$ cat config.mk
export PLATFORM = sky130hd
export DESIGN_NAME = voice_ram_arbiter_flat
export DESIGN_NICKNAME = d
export VERILOG_FILES = /design/src/rtl/voice_ram_arbiter_if.sv /design/src/rtl/voice_ram_arbiter.sv /design/src/flat_wrapper.sv
export SDC_FILE = /design/constraint.sdc
export NUM_CORES = 1
export LEC_CHECK = 0
export ABC_AREA = 0
export CORE_UTILIZATION = 43
export DETAILED_ROUTE_END_ITERATION = 7
export HOLD_SLACK_MARGIN = 0.03
export PLACE_DENSITY = 0.9
export SLEW_MARGIN = 20
export SYNTH_ARGS = -nofsm -noshare
export SYNTH_HDL_FRONTEND = slang
export SYNTH_SLANG_ARGS = --single-unit
$ cat constraint.sdc
create_clock -name i_clk -period 6.4 [get_ports i_clk]
set_clock_uncertainty 0.2 [all_clocks]
set_input_delay 1.92 -clock i_clk [delete_from_list [all_inputs] [get_ports i_clk]]
set_output_delay 1.92 -clock i_clk [all_outputs]
set_load 0.01 [all_outputs]
$ cat src/rtl/voice_ram_arbiter_if.sv
// Voice-state RAM arbiter bus: two requester ports plus the RAM side.
// slave = arbiter view, master = requester/RAM environment view.
interface voice_ram_arbiter_if #(
  parameter int ADDR_WIDTH = 8,
  parameter int DATA_WIDTH = 8
);
  logic                  a_req;
  logic                  a_we;
  logic [ADDR_WIDTH-1:0] a_addr;
  logic [DATA_WIDTH-1:0] a_din;
  logic [DATA_WIDTH-1:0] a_mask;
  logic                  a_ack;
  logic [DATA_WIDTH-1:0] a_rdata;
  logic                  a_rvalid;

  logic                  b_req;
  logic                  b_we;
  logic [ADDR_WIDTH-1:0] b_addr;
  logic [DATA_WIDTH-1:0] b_din;
  logic [DATA_WIDTH-1:0] b_mask;
  logic                  b_ack;
  logic [DATA_WIDTH-1:0] b_rdata;
  logic                  b_rvalid;

  logic [ADDR_WIDTH-1:0] ram_addr;
  logic [DATA_WIDTH-1:0] ram_din;
  logic [DATA_WIDTH-1:0] ram_mask;
  logic                  ram_we;
  logic [DATA_WIDTH-1:0] ram_dout;

  modport slave (
    input  a_req, a_we, a_addr, a_din, a_mask,
    output a_ack, a_rdata, a_rvalid,
    input  b_req, b_we, b_addr, b_din, b_mask,
    output b_ack, b_rdata, b_rvalid,
    output ram_addr, ram_din, ram_mask, ram_we,
    input  ram_dout
  );

  modport master (
    output a_req, a_we, a_addr, a_din, a_mask,
    input  a_ack, a_rdata, a_rvalid,
    output b_req, b_we, b_addr, b_din, b_mask,
    input  b_ack, b_rdata, b_rvalid,
    input  ram_addr, ram_din, ram_mask, ram_we,
    output ram_dout
  );
endinterface

$ cat src/rtl/voice_ram_arbiter.sv
// Voice-state RAM arbiter: clears RAM after reset, then arbitrates
// port A (MIDI) and port B (render) onto a single-port masked RAM.
// Ports: i_clk, i_reset_n, bus (voice_ram_arbiter_if.slave),
// o_init_busy. Optional macro VOICE_ARB_RR_EN selects round-robin
// contention instead of B priority with STARVE_LIMIT forcing.
module voice_ram_arbiter #(
  parameter int ADDR_WIDTH   = 8,
  parameter int DATA_WIDTH   = 8,
  parameter int STARVE_LIMIT = 4
) (
  input  logic               i_clk,
  input  logic               i_reset_n,
  voice_ram_arbiter_if.slave bus,
  output logic               o_init_busy
);

  typedef enum logic {
    CLEAR,
    RUN
  } state_t;

  state_t state;

  logic [ADDR_WIDTH-1:0] clr_cnt;
  logic [ADDR_WIDTH-1:0] last_addr;
  logic                  init_busy;

  logic                  gnt_a;
  logic                  gnt_b;
  logic                  rd_a;
  logic                  rd_b;

  logic [DATA_WIDTH-1:0] a_rdata;
  logic [DATA_WIDTH-1:0] b_rdata;
  logic                  a_rvalid;
  logic                  b_rvalid;

`ifdef VOICE_ARB_RR_EN
  // Set when B was the most recent grant; B loses next contention.
  logic last_b;
`else
  localparam logic [3:0] LIMIT = 4'(STARVE_LIMIT);
  logic [3:0] starve;
`endif

  always_comb begin
    gnt_a = 1'b0;
    gnt_b = 1'b0;
    if (state == RUN) begin
      unique case (1'b1)
        (bus.a_req && bus.b_req): begin
`ifdef VOICE_ARB_RR_EN
          gnt_a = last_b;
`else
          gnt_a = (starve == LIMIT);
`endif
          gnt_b = ~gnt_a;
        end
        (bus.a_req && !bus.b_req): gnt_a = 1'b1;
        (!bus.a_req && bus.b_req): gnt_b = 1'b1;
        default: ;
      endcase
    end
  end

  assign rd_a = gnt_a & ~bus.a_we;
  assign rd_b = gnt_b & ~bus.b_we;

  // Reset gates the sweep write so the RAM sees no write while held.
  always_comb begin
    bus.ram_addr = last_addr;
    bus.ram_din  = '0;
    bus.ram_mask = '0;
    bus.ram_we   = 1'b0;
    if (state == CLEAR) begin
      bus.ram_addr = clr_cnt;
      bus.ram_mask = '1;
      bus.ram_we   = i_reset_n;
    end else if (gnt_a) begin
      bus.ram_addr = bus.a_addr;
      bus.ram_din  = bus.a_din;
      bus.ram_mask = bus.a_mask;
      bus.ram_we   = bus.a_we;
    end else if (gnt_b) begin
      bus.ram_addr = bus.b_addr;
      bus.ram_din  = bus.b_din;
      bus.ram_mask = bus.b_mask;
      bus.ram_we   = bus.b_we;
    end
  end

  always_ff @(posedge i_clk or negedge i_reset_n) begin
    if (!i_reset_n) begin
      state     <= CLEAR;
      clr_cnt   <= '0;
      init_busy <= 1'b1;
      last_addr <= '0;
      a_rdata   <= '0;
      b_rdata   <= '0;
      a_rvalid  <= 1'b0;
      b_rvalid  <= 1'b0;
`ifdef VOICE_ARB_RR_EN
      last_b    <= 1'b0;
`else
      starve    <= '0;
`endif
    end else begin
      last_addr <= bus.ram_addr;
      a_rvalid  <= rd_a;
      b_rvalid  <= rd_b;
      if (rd_a) a_rdata <= bus.ram_dout;
      if (rd_b) b_rdata <= bus.ram_dout;
      unique case (state)
        CLEAR: begin
          clr_cnt <= clr_cnt + 1'b1;
          if (clr_cnt == '1) begin
            state     <= RUN;
            init_busy <= 1'b0;
          end
        end
        RUN: begin
`ifdef VOICE_ARB_RR_EN
          if (gnt_a)      last_b <= 1'b0;
          else if (gnt_b) last_b <= 1'b1;
`else
          // Counts only B wins that leave A waiting.
          if (!bus.a_req || gnt_a) starve <= '0;
          else if (gnt_b)          starve <= starve + 4'd1;
`endif
        end
        default: state <= CLEAR;
      endcase
    end
  end

  assign bus.a_ack    = gnt_a;
  assign bus.b_ack    = gnt_b;
  assign bus.a_rdata  = a_rdata;
  assign bus.b_rdata  = b_rdata;
  assign bus.a_rvalid = a_rvalid;
  assign bus.b_rvalid = b_rvalid;
  assign o_init_busy  = init_busy;

endmodule

$ cat src/flat_wrapper.sv
// flat-port wrapper written by rule: the top's interface ports become plain ports
module voice_ram_arbiter_flat 
#(
  parameter int ADDR_WIDTH   = 8,
  parameter int DATA_WIDTH   = 8,
  parameter int STARVE_LIMIT = 4
)
  (i_clk, i_reset_n, o_init_busy, bus_a_req, bus_a_we, bus_a_addr, bus_a_din, bus_a_mask, bus_a_ack, bus_a_rdata, bus_a_rvalid, bus_b_req, bus_b_we, bus_b_addr, bus_b_din, bus_b_mask, bus_b_ack, bus_b_rdata, bus_b_rvalid, bus_ram_addr, bus_ram_din, bus_ram_mask, bus_ram_we, bus_ram_dout);
  voice_ram_arbiter_if #(.ADDR_WIDTH(ADDR_WIDTH), .DATA_WIDTH(DATA_WIDTH)) bus_i ();
  input  logic i_clk;
  input  logic i_reset_n;
  output logic o_init_busy;
  input wire logic [$bits(bus_i.a_req)-1:0] bus_a_req;
  input wire logic [$bits(bus_i.a_we)-1:0] bus_a_we;
  input wire logic [$bits(bus_i.a_addr)-1:0] bus_a_addr;
  input wire logic [$bits(bus_i.a_din)-1:0] bus_a_din;
  input wire logic [$bits(bus_i.a_mask)-1:0] bus_a_mask;
  output wire logic [$bits(bus_i.a_ack)-1:0] bus_a_ack;
  output wire logic [$bits(bus_i.a_rdata)-1:0] bus_a_rdata;
  output wire logic [$bits(bus_i.a_rvalid)-1:0] bus_a_rvalid;
  input wire logic [$bits(bus_i.b_req)-1:0] bus_b_req;
  input wire logic [$bits(bus_i.b_we)-1:0] bus_b_we;
  input wire logic [$bits(bus_i.b_addr)-1:0] bus_b_addr;
  input wire logic [$bits(bus_i.b_din)-1:0] bus_b_din;
  input wire logic [$bits(bus_i.b_mask)-1:0] bus_b_mask;
  output wire logic [$bits(bus_i.b_ack)-1:0] bus_b_ack;
  output wire logic [$bits(bus_i.b_rdata)-1:0] bus_b_rdata;
  output wire logic [$bits(bus_i.b_rvalid)-1:0] bus_b_rvalid;
  output wire logic [$bits(bus_i.ram_addr)-1:0] bus_ram_addr;
  output wire logic [$bits(bus_i.ram_din)-1:0] bus_ram_din;
  output wire logic [$bits(bus_i.ram_mask)-1:0] bus_ram_mask;
  output wire logic [$bits(bus_i.ram_we)-1:0] bus_ram_we;
  input wire logic [$bits(bus_i.ram_dout)-1:0] bus_ram_dout;
  assign bus_i.a_req = bus_a_req;
  assign bus_i.a_we = bus_a_we;
  assign bus_i.a_addr = bus_a_addr;
  assign bus_i.a_din = bus_a_din;
  assign bus_i.a_mask = bus_a_mask;
  assign bus_a_ack = bus_i.a_ack;
  assign bus_a_rdata = bus_i.a_rdata;
  assign bus_a_rvalid = bus_i.a_rvalid;
  assign bus_i.b_req = bus_b_req;
  assign bus_i.b_we = bus_b_we;
  assign bus_i.b_addr = bus_b_addr;
  assign bus_i.b_din = bus_b_din;
  assign bus_i.b_mask = bus_b_mask;
  assign bus_b_ack = bus_i.b_ack;
  assign bus_b_rdata = bus_i.b_rdata;
  assign bus_b_rvalid = bus_i.b_rvalid;
  assign bus_ram_addr = bus_i.ram_addr;
  assign bus_ram_din = bus_i.ram_din;
  assign bus_ram_mask = bus_i.ram_mask;
  assign bus_ram_we = bus_i.ram_we;
  assign bus_i.ram_dout = bus_ram_dout;
  voice_ram_arbiter #(.ADDR_WIDTH(ADDR_WIDTH), .DATA_WIDTH(DATA_WIDTH), .STARVE_LIMIT(STARVE_LIMIT)) u_core (.i_clk(i_clk), .i_reset_n(i_reset_n), .bus(bus_i), .o_init_busy(o_init_busy));
endmodule
==> metrics <==
final hold vios 0; Worst EP arrival 3880 ps; dominant cell type by area after synthesis dfrtp_1; vias in the first global route 2104; GRT Resource Usage Total 24.9%; CP max FO 13; later-pin clock latency in the skew report 290 ps; first drt pass iteration count 4; drt total wl 6100 um; RSZ-0062 raised after global routing no; vias per cell 5.71; CTS max path bufs 2; Least-Margin Pin Slew 643 ps; WP data required 4280 ps; syn avg cell area 10.9 um^2; Post-CTS Setup Inserts 0; Worst Setup End Kind output port; # rows 25; antenna violations before repair 0; ranking of synthesized cells by area dfrtp_1 47%, mux2_2 9.1%, o221a_2 4.3%; commonest cells after routing, fill and taps aside 106 x clkdlybuf4s50_1, 39 x dfrtp_1, 17 x mux2_2; Initial Util 44.6%; gr ovfl total 0; average wire per standard cell 17.2 um; chip width 71.8 um; Final Setup Violations 0; Final ANT Viol Nets 0; most common cell after layout, fill and taps aside clkdlybuf4s50_1; Critical R2R Launch u_core.starve[0]; DRT iter0 DRCs 78; DIE HEIGHT 71.8 um; DIE AREA 5150 um^2; Max Fclk 167 MHz; core area 4690 um^2; CTS tree yes; Post-synth EDFFs 0; # DRC 0; Mapped Nets 257; Setup crit start bus_a_req; worst r2r dst u_core.bus.b_rdata[5]; Final Core Density 71.5%; synthesized netlist cell count 192; Final TNS setup 0 ps; max-cap violation count 0; VDD IR max 0.156 mV; asr flop ratio synth 100%; CTS resizes 0; Seq. cell area 1000 um^2; clock transition at the registers of the reported paths 70 ps; root buffer cell clkbuf_8; relative slew slack 57.1%; Reg2Reg Setup Slack 4300 ps; design area 3360 um^2; post-synth top area share 46.6%; Antenna Cells 0; total power draw 534 uW; number of fill cells 358; Setup CP Type in2out; hold buffer count at cts 0; HP Class reg2reg; # nets final 365; Leak Pwr 1.45 nW; pin count of the biggest net entering global routing 41; Pwr Density 159 nW/um^2; Multi-input gate area 1010 um^2; Yosys reg bits 40; via count 2027; Buffers on Ports 107; Final Max Slew Viols 0; I/O pin count 108; CP Launch Type primary input; critical path endpoint bus_ram_addr[4]; CTS Buf Count 5; H-tree depth 2; post-synthesis sequential area ratio 47.9%; clk sink count 40; Final Critical Period 6000 ps; HPWL after DPL 4430 um; placed cell areas 3230 um^2; first-pass GRT wire length 9810 um; synth unique cells 36; Area Overhead vs Synth 60.3%; Post-synth top flop dfrtp_1; YS warnings 0; synthesized cell area 2090 um^2; Routability Congestion 0.737; crit share post-route 93.8%; R2R cell count 6; share of layout cells above drive strength 1 16.3%; status completed
## per-stage QoR
stage	std cells	hold WS [ps]	worst slack, ps
finish	355	268	399
global route	355	296	261
CTS	355	269	403
detailed placement	347	257	421
global placement	347	248	451
floorplan	192	264	1440
## report_power, final
part           switching [mW]  total [mW]  internal (mW)
clock                  0.0832       0.221          0.137
sequential                  0       0.253          0.253
combinational          0.0216      0.0605         0.0389
## layout make-up
class | instances | area share, %
tap | 54 | 2.01
sequential | 40 | 29.9
timing repair buffer | 116 | 33.8
clock buffer | 7 | 2.87
multi-input combinational | 132 | 30.0
clock inverter | 1 | 0.895
inverter | 5 | 0.559
## per-layer routing
metal / vias to the layer above / routed length [um] / GRT usage, %
met5: - / 0 / 0
met4: 0 / 87 / 9.15
met3: 10 / 688 / 8.16
met2: 106 / 3010 / 45.4
met1: 981 / 2310 / 26.9
li1: 930 / - / -
## flip-flops by register name (all words and copies together), names as in the netlist
name / flops
u_core.o_init_busy: 1
u_core.bus.a_rdata: 8
u_core.bus.a_rvalid: 1
u_core.state: 1
u_core.clr_cnt: 8
u_core.bus.b_rvalid: 1
u_core.last_addr: 8
u_core.starve: 4
u_core.bus.b_rdata: 8
## worst min path at each step
stage / cells past startpoint / endpoint / startpoint / slack, ps
final: 1 / u_core.o_init_busy / u_core.o_init_busy / 270
after global routing: 1 / u_core.o_init_busy / u_core.o_init_busy / 300
after floorplan: 1 / u_core.clr_cnt[6] / u_core.clr_cnt[6] / 260
after CTS: 1 / u_core.o_init_busy / u_core.o_init_busy / 270
after detailed placement: 1 / u_core.o_init_busy / u_core.o_init_busy / 260
after global placement: 1 / u_core.o_init_busy / u_core.o_init_busy / 250
## synthesized netlist by cell type, types with 2 or more instances
library cell,instances
dfrtp_1,39
mux2_2,17
nand3_1,11
a21oi_1,9
nor2b_1,9
nor3_1,9
o21ai_0,9
a221o_1,8
o211ai_1,8
o221a_2,8
buf_2,7
clkbuf_1,7
nand2_1,7
nor2_1,6
inv_1,5
xor2_1,5
xnor2_1,4
ha_1,3
a31oi_1,2
nand4_1,2
nand4b_1,2
## cells by family after synthesis
| family | Yosys count | share of synthesized area (%) |
|---|---|---|
| buf+inv | 20 | 4.00 |
| compound gates | 50 | 18.8 |
| simple gates | 53 | 14.6 |
| xor+xnor | 9 | 3.77 |
| flops | 40 | 47.9 |
| mux | 17 | 9.15 |
| fa+ha+maj | 3 | 1.79 |
## critical path, cell delays in order
cell and delay (ps):
clkdlybuf4s50_1 480, buf_4 200, nand4b_1 160, buf_4 220, o211ai_1 120, o221a_2 240
clkdlybuf4s50_1 540
Power figures use the tool's default switching activity.
